## src/rtl/uart_out_responder.sv

```systemverilog
// Buffers out_req bytes in a FIFO and sends them as 8N1 UART frames on txd, LSB first.
// Optional macro UART_OUT_WORD_MODE_EN: FIFO holds full 32-bit words, each sent as 4 little-endian frames.
module uart_out_responder #(
  parameter int CLK_PER_BIT = 868,
  parameter int FIFO_DEPTH  = 16,
  parameter int LOG_DEPTH   = 4
) (
  input  logic        clk,
  input  logic        rstn,
  input  logic        out_req,
  input  logic [31:0] out_data,
  output logic        txd,
  output logic        fifo_full,
  output logic        tx_busy,
  output logic        overflow
);

`ifdef UART_OUT_WORD_MODE_EN
  localparam int W = 32;
`else
  localparam int W = 8;
`endif
  localparam int CW = (CLK_PER_BIT > 2) ? $clog2(CLK_PER_BIT) : 1;

  typedef enum logic [1:0] {IDLE, START, DATA, STOP} state_t;

  logic [W-1:0]         mem_q [FIFO_DEPTH];
  logic [LOG_DEPTH-1:0] rd_ptr_q, rd_ptr_d, wr_ptr_q, wr_ptr_d;
  logic [LOG_DEPTH:0]   count_q, count_d;
  logic                 overflow_q;

  state_t               state_q;
  logic [CW-1:0]        baud_q;
  logic [2:0]           bit_q;
  logic [W-1:0]         shift_q;
  logic                 txd_q;
`ifdef UART_OUT_WORD_MODE_EN
  logic [1:0]           byte_q;
`else
  logic                 unused_hi;
  assign unused_hi = ^out_data[31:8];
`endif

  logic push, pop, baud_last;

  assign fifo_full = (count_q == (LOG_DEPTH+1)'(FIFO_DEPTH));
  assign push      = out_req && !fifo_full;
  assign pop       = (state_q == IDLE) && (count_q != '0);
  assign baud_last = (baud_q == CW'(CLK_PER_BIT - 1));

  always_comb begin
    rd_ptr_d = rd_ptr_q;
    wr_ptr_d = wr_ptr_q;
    count_d  = count_q;
    if (push) wr_ptr_d = wr_ptr_q + LOG_DEPTH'(1);
    if (pop)  rd_ptr_d = rd_ptr_q + LOG_DEPTH'(1);
    case ({push, pop})
      2'b10:   count_d = count_q + (LOG_DEPTH+1)'(1);
      2'b01:   count_d = count_q - (LOG_DEPTH+1)'(1);
      default: count_d = count_q;
    endcase
  end

  always_ff @(posedge clk) begin
    if (!rstn) begin
      rd_ptr_q   <= '0;
      wr_ptr_q   <= '0;
      count_q    <= '0;
      overflow_q <= 1'b0;
    end else begin
      rd_ptr_q <= rd_ptr_d;
      wr_ptr_q <= wr_ptr_d;
      count_q  <= count_d;
      if (out_req && fifo_full) overflow_q <= 1'b1;
    end
  end

  // Storage needs no reset: an entry is only read after it has been written.
  always_ff @(posedge clk) begin
    if (push) mem_q[wr_ptr_q] <= out_data[W-1:0];
  end

  always_ff @(posedge clk) begin
    if (!rstn) begin
      state_q <= IDLE;
      baud_q  <= '0;
      bit_q   <= '0;
      shift_q <= '0;
      txd_q   <= 1'b1;
`ifdef UART_OUT_WORD_MODE_EN
      byte_q  <= '0;
`endif
    end else begin
      case (state_q)
        IDLE: begin
          txd_q  <= 1'b1;
          baud_q <= '0;
          if (pop) begin
            shift_q <= mem_q[rd_ptr_q];
            state_q <= START;
            txd_q   <= 1'b0;
`ifdef UART_OUT_WORD_MODE_EN
            byte_q  <= '0;
`endif
          end
        end
        START: begin
          if (baud_last) begin
            baud_q  <= '0;
            bit_q   <= '0;
            state_q <= DATA;
            txd_q   <= shift_q[0];
          end else begin
            baud_q <= baud_q + CW'(1);
          end
        end
        DATA: begin
          if (baud_last) begin
            baud_q  <= '0;
            // Shifting on every data bit leaves the next byte of a word at the bottom.
            shift_q <= shift_q >> 1;
            if (bit_q == 3'd7) begin
              state_q <= STOP;
              txd_q   <= 1'b1;
            end else begin
              bit_q <= bit_q + 3'd1;
              txd_q <= shift_q[1];
            end
          end else begin
            baud_q <= baud_q + CW'(1);
          end
        end
        STOP: begin
          if (baud_last) begin
            baud_q <= '0;
`ifdef UART_OUT_WORD_MODE_EN
            if (byte_q != 2'd3) begin
              byte_q  <= byte_q + 2'd1;
              state_q <= START;
              txd_q   <= 1'b0;
            end else begin
              state_q <= IDLE;
            end
`else
            state_q <= IDLE;
`endif
          end else begin
            baud_q <= baud_q + CW'(1);
          end
        end
        default: begin
          state_q <= IDLE;
          txd_q   <= 1'b1;
        end
      endcase
    end
  end

  assign txd      = txd_q;
  assign overflow = overflow_q;
  assign tx_busy  = (state_q != IDLE) || (count_q != '0);

endmodule
```

## config.mk

```make
export PLATFORM = sky130hd
export DESIGN_NAME = uart_out_responder
export DESIGN_NICKNAME = d
export VERILOG_FILES = /design/src/rtl/uart_out_responder.sv
export SDC_FILE = /design/constraint.sdc
export NUM_CORES = 1
export LEC_CHECK = 0
export ABC_AREA = 1
export CORE_MARGIN = 2
export CORE_UTILIZATION = 40
export DETAILED_ROUTE_END_ITERATION = 10
export PLACE_DENSITY = 0.67
export SLEW_MARGIN = 20
export SYNTH_ARGS = -nofsm -noshare
export SYNTH_HDL_FRONTEND = slang
export SYNTH_SLANG_ARGS = --single-unit
```

## constraint.sdc

```tcl
create_clock -name clk -period 3.2 [get_ports clk]
set_input_delay 0.48 -clock clk [delete_from_list [all_inputs] [get_ports clk]]
set_output_delay 0.48 -clock clk [all_outputs]
set_load 0.005 [all_outputs]
```

# [After elaboration in Yosys (flattened, before gate mapping)]
# Memory sizes are Yosys's and may differ from the RTL's. A register that Yosys moved wholly into a read port is not among the register bits.
# Index checks and enable logic that the tools add are counted.
[op_classes] eq_ne=14 addsub=6 reduce_logical=17 mux=25
[ops] operator="10-bit one-hot mux with 2 select lines" n=1
[ops] operator="8-bit 2-to-1 mux" n=2
[ops] operator="8-bit one-hot mux with 2 select lines" n=1
[ops] operator="2-bit != test (second input constant)" n=6
[ops] operator="10-bit by 1-bit adder with 10-bit output (second input constant)" n=1
[ops] operator="10-bit == test (second input constant)" n=1
[ops] operator="10-bit 2-to-1 mux" n=1
[ops] operator="2-bit 2-to-1 mux" n=5
[ops] operator="5-bit one-hot mux with 2 select lines" n=1
[ops] operator="3-bit 2-to-1 mux" n=3
[ops] operator="4-bit by 1-bit adder with 4-bit output (second input constant)" n=2
[ops] operator="4-bit 2-to-1 mux" n=2
[ops] operator="2-bit one-hot mux with 4 select lines" n=1
[ops] operator="2-bit nonzero test" n=4
[ops] operator="2-bit == test (second input constant)" n=3
[ops] operator="1-bit 2-to-1 mux" n=6
[ops] operator="3-bit one-hot mux with 2 select lines" n=1
[ops] operator="3-bit AND reduction" n=2
[ops] operator="5-bit by 1-bit adder with 5-bit output (second input constant)" n=1
[ops] operator="5-bit == test (second input constant)" n=1
[ops] operator="5-bit AND reduction" n=1
[ops] operator="5-bit nonzero test" n=1
[ops] operator="5-bit by 1-bit subtractor with 5-bit output (second input constant)" n=1
[ops] operator="2-bit by 1-bit == test with 1-bit output (second input constant)" n=2
[ops] operator="10 further kinds" n=12
[word_totals] reg_bits=38 out_inout_bits=4 n_memories=1 elab_cells=72 ram_bits=128
[mem_list] memory="mem_q" words=16 word_bits=8 read_ports=1 rd_clocked_by_memory_dff=1 write_ports=1 line_no="27" rtl="logic [W-1:0] mem_q [FIFO_DEPTH];"

# [Logic depth before layout (Yosys ltp)]
# Gate-level depths: netlist of the first run.
[logic_depth] word_depth=5 mapped_depth=16 mapped_depth_nobuf=16

# [Worst setup path before layout of the first run]
# Ideal clock, no wire load.
[synth_timing] path_type="register to register" startpoint="register state_q[0]" endpoint="register count_q[4]" synth_period_minus_slack_ns=2.082 setup_time_ns=0.113 path_stages_with_launch=16 path_slack_ns=1.118 n_path_buf=0 t_required_ns=3.087 arrival_time_ns=1.969 cell_sequence="dfxtp_1 inv_1 ha_1 nand2_1 inv_1 ha_1 xor2_1 ha_1 a21oi_1 inv_1 nand2_1 o31ai_1 nand3_1 nand2_1 nand2_1 nor2_1"
[synth_via] elab_chain_len=4 elab_cells_between_ends=6
[synth_lines] item="from (decl)" line_no="32" rtl="state_t state_q;"
[synth_lines] item="from (signal assigned)" line_no="85" rtl="state_q <= IDLE;"
[synth_lines] item="from (signal assigned)" line_no="100" rtl="state_q <= START;"
[synth_lines] item="from (signal assigned)" line_no="111" rtl="state_q <= DATA;"
[synth_lines] item="2-bit zero test (*)" line_no="48" rtl="assign pop = (state_q == IDLE) && (count_q != '0);"
[synth_lines] item="1-bit logical AND (*)" line_no="48"
[synth_lines] item="2-bit by 1-bit == test with 1-bit output or 2-bit == test (tied branches)" line_no="57" rtl="case ({push, pop})"
[synth_lines] item="5-bit one-hot mux with 2 select lines or 2-bit nonzero test (tied branches)"
[synth_lines] item="to (signal assigned)" line_no="73" rtl="count_q <= count_d;"
[synth_lines] item="to (decl)" line_no="29" rtl="logic [LOG_DEPTH:0] count_q, count_d;"
# Mark *: on every way between the ends. The rest lies on a longest branch, timed or not.
# A chain may end at the register's enable or synchronous reset.

# [Final worst setup path of the first run]
# Ends and elaborated chain as after synthesis.

==> results of run 1 <==
-- through the flow --
step | power [W] | worst slack, ns | std cells | hold WS, ns | util
floorplan | 0.00400 | 1.12 | 779 | 0.430 | -
global placement | 0.00440 | 0.661 | 1007 | 0.444 | 0.433
detailed placement | 0.00443 | 0.643 | 1007 | 0.455 | 0.433
CTS | 0.00651 | 0.816 | 1039 | 0.466 | 0.466
global route | 0.00686 | 0.571 | 1039 | 0.484 | 0.466
finish | 0.00644 | 0.815 | 1039 | 0.465 | 0.466
-- cell families (layout without fill, tap and decap cells) --
kind of cell               Yosys count  after routing  share of synthesized area
adders and majority gates           16             16                     0.0268
and+or+nand+nor                    403            403                      0.224
AOI/OAI and AO/OA                   61             61                     0.0437
xor gates and xnor gates             8              8                    0.00938
buffers and inverters              121            152                     0.0690
DFF                                170            170                      0.627
-- critical path: cells and delay by family (launching register included) --
kind / cells / cell delay, ns
compound gates: 2 / 0.26
simple gates: 6 / 0.43
buf+inv: 3 / 0.33
xor+xnor: 1 / 0.18
fa+ha+maj: 3 / 0.71
flops: 1 / 0.37
-- state kept, by name, summed over array words and instances, names as in the netlist, named ones only --
register  cells
mem_q       128
baud_q       10
shift_q       8
count_q       5
rd_ptr_q      4
wr_ptr_q      4
bit_q         3
state_q       2
overflow      1
txd           1
-- worst max-delay path by stage --
stage,cells after the start,end,slack (ns),startpoint
after floorplan,15,count_q[4],1.12,state_q[0]
after global placement,13,count_q[4],0.66,out_req
after detailed placement,13,count_q[4],0.64,out_req
after CTS,6,tx_busy,0.82,state_q[0]
after global routing,15,count_q[4],0.57,state_q[0]
final,15,count_q[4],0.82,state_q[0]
-- cells in the mapped netlist (all sizes together) (4+ instances only) --
master / n / area [um2]
nand2: 214 / 811
edfxtp: 128 / 3840
inv: 91 / 342
nand3: 91 / 455
nor2: 88 / 335
dfxtp: 42 / 841
o21ai: 28 / 140
a21oi: 27 / 139
buf: 26 / 159
ha: 16 / 200
xor2: 5 / 43.8
clkbuf: 4 / 15.0
o211ai: 4 / 30.0
-- area by class of cell --
| cell class | instances | share of cell area |
|---|---|---|
| multi-input combinational | 488 | 0.269 |
| tap | 229 | 0.0339 |
| clock buffer | 17 | 0.0504 |
| inverter | 91 | 0.0404 |
| sequential | 170 | 0.555 |
| timing repair buffer | 29 | 0.0314 |
| clock inverter | 15 | 0.0206 |
-- routing by layer --
| layer | global-route usage | share of wire | vias to the layer above |
|---|---|---|---|
| li1 | - | - | 2587 |
| met1 | 0.208 | 0.44 | 2366 |
| met2 | 0.268 | 0.50 | 85 |
| met3 | 0.0329 | 0.037 | 23 |
| met4 | 0.0684 | 0.022 | 0 |
| met5 | 0 | 0 | - |
-- power by group through the flow --
stage | logic, W | registers (W) | clock network, W
6_report | 0.00175 | 0.00262 | 0.00208
5_1_grt | 0.00204 | 0.00263 | 0.00220
4_1_cts | 0.00178 | 0.00262 | 0.00212
3_5_place_dp | 0.00177 | 0.00266 | 0
3_3_place_gp | 0.00174 | 0.00266 | 0
2_1_floorplan | 0.00137 | 0.00264 | 0
==> reports/results.ini, run 1 <==
[layout]
fillers=1651
drive_above_1_share=0.0704
fin_area_um2=8450
seq_area_um2=4690
final_common_cell=nand2_1
areaGrowthSynthToFinish_pct=13.1
multi_input_area_um2=2270
final_nets=848
final_cell_mix=nand2_1 (211), edfxtp_1 (128), nand3_1 (91)
antenna_cells=0

[timing]
worst_slew_pin_slew_ns=0.853
fin_crit_ns=2.38
skew_ns=0.00492
fmax_mhz=419
setup_viol=0
tns_ns=0
hold_viol=0
fin_crit_sh=0.745
relSlewSlack=0.429
rsz0062_at_grt=no
drv_slew=0

[grt]
grtUsageTotal=0.162
first_global_vias=4718
grt_max_degree=71
grt_antenna_before_repair=0
grt.overflow.total=0
grt_pass1_wl_um=24400

[floorplanning]
die_area_um2=19800
num_rows=49
core_area_um2=18100
start_util=0.412
die-height_um=141
io_pins=39
die_w_um=141

[synth]
ys_warn_count=0
ys_seq_elements=170
syn-num-nets=830
synth_cell_types=31
yosysSeqAreaShare=0.627
avgSynthCellArea_um2=9.59
synth-main-ff-cell=edfxtp_1
async_reset_ff_frac=0
synth_area_um2=7470
synth_edf_count=128
synth_cells=779

[critical_path]
cp_cell_sequence=inv_1 > ha_1 > nand2_1 > inv_1 > ha_1 > xor2_1 > ha_1 > a21oi_1 > inv_1 > nand2_1 > o31ai_1 > nand3_1 > nand2_1 > nand2_1 > nor2_1
slowest_delay_ns=0.37
worstReg2RegStart=state_q[0]
cp_data_required_time_ns=3.53
crit_fanout=8
critical-path-slowest-cell=dfxtp_1
critPathLaunchType=register
r2r_slack_ns=0.82
cp.arrival_ns=2.71
r2r_end=count_q[4]
cp-end-kind=register
ff2ff_path_depth=15
crit_type=reg -> reg
path_common_cell=nand2_1

[detailed_routing]
final_antenna_net_count=0
drt_iter0_drc=344
drt-total-wl_um=15100
viasPerCell=4.87
dr_total_vias=5061
firstDrtPassIters=5
post_drt_wl_per_cell_um=14.5
route.detailed.drc=0

[power]
power.density_nw_per_um2=763
p_comb_frac=0.272
clkPwrFrac=0.323
p_int_w=0.00432
p_leak_nw=3.42
power.switching_w=0.00212
swShare=0.329
ir_worst_vdd_mv=0.452
seqPwrFrac=0.406

[clock_tree]
max-clock-path-buffers=2
cts.sinks=170
htree_levels=4
clk-insertion-delay-late_ns=0.43
cts_tree=built
holdBufCountCts=0
clk_pin_slew_ns=0.06
postCtsSetupBuffers=0
cts_made_buffers=17
cts_root_buffer=clkbuf_16
cts_resized=0

[min_path]
hp-start=shift_q[7]
hold_end=shift_q[7]
min_delay_path_depth=2
hold_class=reg -> reg

[placement]
hpwl_um=9340
io_buffers=14
dpl_cell_area_um2=7850
place_congestion=0.803

[run_status]
status=completed

[job]
max_cap_viol_count=0

Note: power is estimated with default switching activity, not from simulation.
==> run 2: changes to the inputs <==
clock period = 2.3 ns   (was 3.2 ns; I/O delays follow)
==> run 2 against run 1 <==
Clock-buffer cell count up 1. Critical endpoint is now tx_busy. Register-to-register slack lost 0.68 ns. First-iteration DRC count shrank 13%. Cell area grew 0.96%. Highest routed layer unchanged. Hold slack gained 0.0011 ns. Sequential power increased by 39%. Largest power group unchanged. Combinational power up 49%. Largest cell class unchanged.
==> reports/results.ini, run 2 (synthesized netlist as in run 1, its figures left out) <==
[timing]
drv_slew=0  ; unchanged
timing.final.ws_setup_ns=0.123  ; -0.692 ns
setup_viol=0  ; unchanged
relSlewSlack=0.542  ; +0.113
hold_viol=0  ; unchanged
skew_ns=0.00739  ; +0.00247 ns
worst_slew_pin_slew_ns=0.685  ; -0.168 ns
fin_crit_ns=2.18
fmax_mhz=459
fin_crit_sh=0.946

[clock_tree]
cts_made_buffers=17  ; unchanged
max-clock-path-buffers=2  ; unchanged
cts_root_buffer=clkbuf_16
clk-insertion-delay-late_ns=0.43  ; about the same
clk_pin_slew_ns=0.06  ; about the same
htree_levels=4  ; unchanged
cts.sinks=170  ; unchanged
holdBufCountCts=0  ; unchanged
cts_tree=built

[floorplanning]
die_area_um2=19800  ; unchanged
die-height_um=141  ; unchanged
io_pins=39  ; unchanged
start_util=0.412  ; unchanged
die_w_um=141  ; unchanged
core_area_um2=18100  ; unchanged
num_rows=49  ; unchanged

[grt]
grt_max_degree=71  ; unchanged
grt.overflow.total=0  ; unchanged
grt_pass1_wl_um=24800  ; +1.5%
grtUsageTotal=0.164  ; +0.00258
grt_antenna_before_repair=0  ; unchanged
first_global_vias=5045  ; +6.9%

[critical_path]
crit_fanout=4  ; -4
path_common_cell=inv_1
slowest_delay_ns=0.45  ; +0.08 ns
critical-path-slowest-cell=clkdlybuf4s50_1
cp_data_required_time_ns=1.96  ; -1.57 ns
worst-path-buf-inv=4  ; +1
cp_cell_sequence=inv_1 > ha_2 > inv_1 > nor2_1 > inv_1 > clkdlybuf4s50_1
critPathLaunchType=register
crit_family=buffers and inverters
cp.arrival_ns=1.83  ; -0.88 ns
crit_type=reg -> out
cp-end-kind=primary output

[job]
max_cap_viol_count=0  ; unchanged

[power]
ir_worst_vdd_mv=0.479  ; +6.0%
power.density_nw_per_um2=1030  ; +36%
p_leak_nw=3.46  ; +1.2%

[detailed_routing]
route.detailed.drc=0  ; unchanged
final_antenna_net_count=0  ; unchanged
dr_total_vias=5212  ; +3.0%
drt-total-wl_um=15600  ; +3.4%
firstDrtPassIters=4  ; -1
viasPerCell=4.94  ; +1.3%
post_drt_wl_per_cell_um=14.8  ; +1.8%
drt_iter0_drc=300  ; -13%

[layout]
reg_top3=mem_q (128), baud_q (10), shift_q (8)
final_cell_mix=nand2_1 (211), edfxtp_1 (128), nand3_1 (91)
largest-register=mem_q
largest_register_ffs=128  ; unchanged
areaGrowthSynthToFinish_pct=14.2
antenna_cells=0  ; unchanged
fin_area_um2=8530  ; +0.96%
final_nets=865  ; +2.0%
final_common_cell=nand2_1
drive_above_1_share=0.0979  ; +0.0276
fin_cells=1056  ; +1.6%
fillers=1681  ; +1.8%

[min_path]
hold_class=reg -> reg

[placement]
dp.cells=1021  ; +1.4%
place_congestion=0.806  ; +0.37%
dp_slack_ns=0.0574  ; -0.586 ns
dpl_cell_area_um2=7970  ; +1.5%
io_buffers=14  ; unchanged
hpwl_um=9670  ; +3.6%

[run_status]
status=completed

run 2: per-layer routing:
metal | wire [um] | GRT usage | up-vias
met4 | 450 | 0.0779 | 0
met1 | 6770 | 0.205 | 2453
met5 | 0 | 0 | -
li1 | - | - | 2621
met2 | 7730 | 0.277 | 105
met3 | 638 | 0.0323 | 33
run 2: final timing paths:
check                                  end       start  cells after the start  slack [ns]
worst max-delay path               tx_busy  state_q[1]                      6        0.12
worst max register to register  count_q[3]  count_q[1]                     14        0.14
worst min register to register  shift_q[7]  shift_q[7]                      2        0.47
worst min-delay path            shift_q[7]  shift_q[7]                      2        0.47
run 2: worst register-to-register path, cell delays in order, from the launching register on:
cell and delay (ns):
dfxtp_1 0.35, inv_1 0.11, nand4_1 0.15, nand2_1 0.13, inv_1 0.08, ha_2 0.18
buf_4 0.14, nand2_1 0.08, inv_1 0.06, nor2_1 0.23, nand3_1 0.14, nand3_1 0.15
o21ai_0 0.09, a21oi_1 0.12, nor2_1 0.05
run 2: power breakdown:
group,internal [W],switching [W],total [W]
clock network,0.00138,0.00118,0.00256
logic,0.000891,0.00172,0.00261
registers,0.00352,0.000127,0.00364
run 2: cell type report:
| cell class | count | area, um2 | share of cell area |
|---|---|---|---|
| Clock buffer | 18 | 429 | 0.0503 |
| Clock inverter | 14 | 97.6 | 0.0114 |
| Inverter | 91 | 342 | 0.0400 |
| Multi-Input combinational cell | 488 | 2280 | 0.267 |
| Sequential cell | 170 | 4690 | 0.550 |
| Tap cell | 229 | 287 | 0.0336 |
| Timing Repair Buffer | 46 | 405 | 0.0475 |
run 2: repair_timing:
item / CTS / global route
setup endpoints to repair: 0 / 3
setup buffers: 0 / 3
gates resized for setup: 0 / 7
run 2: through the flow:
stage | total power, W | setup TNS (ns) | utilization | hold WS (ns)
global route | 0.00937 | -0.103 | 0.470 | 0.493
floorplan | 0.00557 | 0 | - | 0.430
detailed placement | 0.00627 | 0 | 0.439 | 0.456
global placement | 0.00622 | 0 | 0.439 | 0.444
CTS | 0.00882 | 0 | 0.468 | 0.466
finish | 0.00882 | 0 | 0.470 | 0.466
==> run 3: changes to the inputs <==
ABC_CLOCK_PERIOD_IN_PS = 2300   (was default)
CAP_MARGIN = 5   (was default)
==> results of run 3 <==
No change in the layout: final DEF, timing and power equal those of run 2.
==> patch, RTL diff (flow settings as in run 3) <==
Make the reset (`rstn`) asynchronous in 2 clocked blocks.
--- a/src/rtl/uart_out_responder.sv
+++ b/src/rtl/uart_out_responder.sv
@@ -61,7 +61,7 @@
     endcase
   end
 
-  always_ff @(posedge clk) begin
+  always_ff @(posedge clk or negedge rstn) begin
     if (!rstn) begin
       rd_ptr_q   <= '0;
       wr_ptr_q   <= '0;
@@ -80,7 +80,7 @@
     if (push) mem_q[wr_ptr_q] <= out_data[W-1:0];
   end
 
-  always_ff @(posedge clk) begin
+  always_ff @(posedge clk or negedge rstn) begin
     if (!rstn) begin
       state_q <= IDLE;
       baud_q  <= '0;
Check against the original RTL: differs if rstn is asserted again (counterexample within 4 cycles, from zero or initial values and one cycle with rstn low); with rstn held inactive, the same outputs for 10 cycles.
==> patch against run 3 <==
- utilization is 0.54 points lower
- worst setup slack better by 19 ps
- synthesized area is 0.82% higher
- wire length is 2.2% lower
- sequential cell count is 4 lower
- hold slack worse by 21 ps
- non-clock buffer count is 3 higher
- final area is 1.2% higher
Power is not compared: it rests on default switching activity, and its combinational part moved more than twofold at a synthesized area within 25%.
==> patch: results (changes against run 3) <==
For the via count of the first global-routing pass, the log shows 4847 (-3.9%). The net count reported at finish is 859 (-0.69%). The fraction of the mapped netlist area in compound gates was 2.176% (-2.2 points); the cell count after synthesis was 767 (-1.5%). The number of distinct library cells after synthesis is 36 (+16%), and the adder-cell share of the synthesized area is 2.658% (-0.022 points).

The total cell area at the placement stage is 8063 um^2 (+1.2%). The global routing usage summed across all routing layers is 16.14% (-0.28 points). For the share of synthesized area occupied by flip-flops and latches, the log shows 63.68% (+0.97 points). The first-iteration detailed-routing DRC count is 378 (+26%). The run gives 1019 (-0.20%) as the number of placed instances, taps included. The logic depth of the worst register-to-register path came out at 13 (-1). The worst setup slack for register-to-register paths was 160 ps (+20 ps); the proportion of layout cells with a drive suffix above 1 was 9.501% (-0.29 points). The tools report the final estimated routing congestion in global placement as 0.8165 (+1.3%). In this run the worst setup path begins at state_q[1]. The final wirelength is 15260 um (-2.2%). The largest net degree at the start of global routing was 63 (-11%); the final clock period utilization by the worst path was 93.80% (-0.84 points). The xor-xnor portion of the synthesized cell area is 1.396% (+0.46 points).

The first-pass iteration count of the detailed router was 5 (+1); the first-pass GRT wire length was 24570 um (-0.92%). The async set or reset register ratio after synthesis was 22.89% (+23 points). The run finished with clean final reports.

The post-detailed-placement half-perimeter wirelength is 9577 um (-0.99%). Slew at the pin closest to its max-slew limit: 706.2 ps (+21.21 ps).
## patch: area by class of cell
type                       count  area [um^2]  share of cell area, %
tap                          234        292.8                  3.392
clock inverter                15        103.9                  1.203
sequential                   166         4797                  55.57
clock buffer                  17        425.4                  4.928
inverter                      98        367.9                  4.261
multi-input combinational    476         2233                  25.87
timing repair buffer          49        411.6                  4.769
## patch: metal layers
layer | share of wire (%) | wire [um] | track usage, %
met4 | 2.2 | 331 | 7.000
met3 | 3.5 | 537 | 2.751
met1 | 43 | 6627 | 19.71
met5 | 0 | 0 | 0
met2 | 51 | 7758 | 28.23
## patch: what timing repair did
item | CTS | global route
endpoints found under the setup margin | 1 | 1
hold endpoints to repair | 24 | 0
buffers inserted | 2 | 1
hold buffers | 1 | 0
gates resized for setup | 3 | 3
pin swaps | 0 | 1
## patch: cells by family after synthesis
logic type,Yosys count
adders and majority gates,16
and+or+nand+nor,418
buffers and inverters,125
xor gates and xnor gates,12
DFF,166
AOI/OAI and AO/OA,30
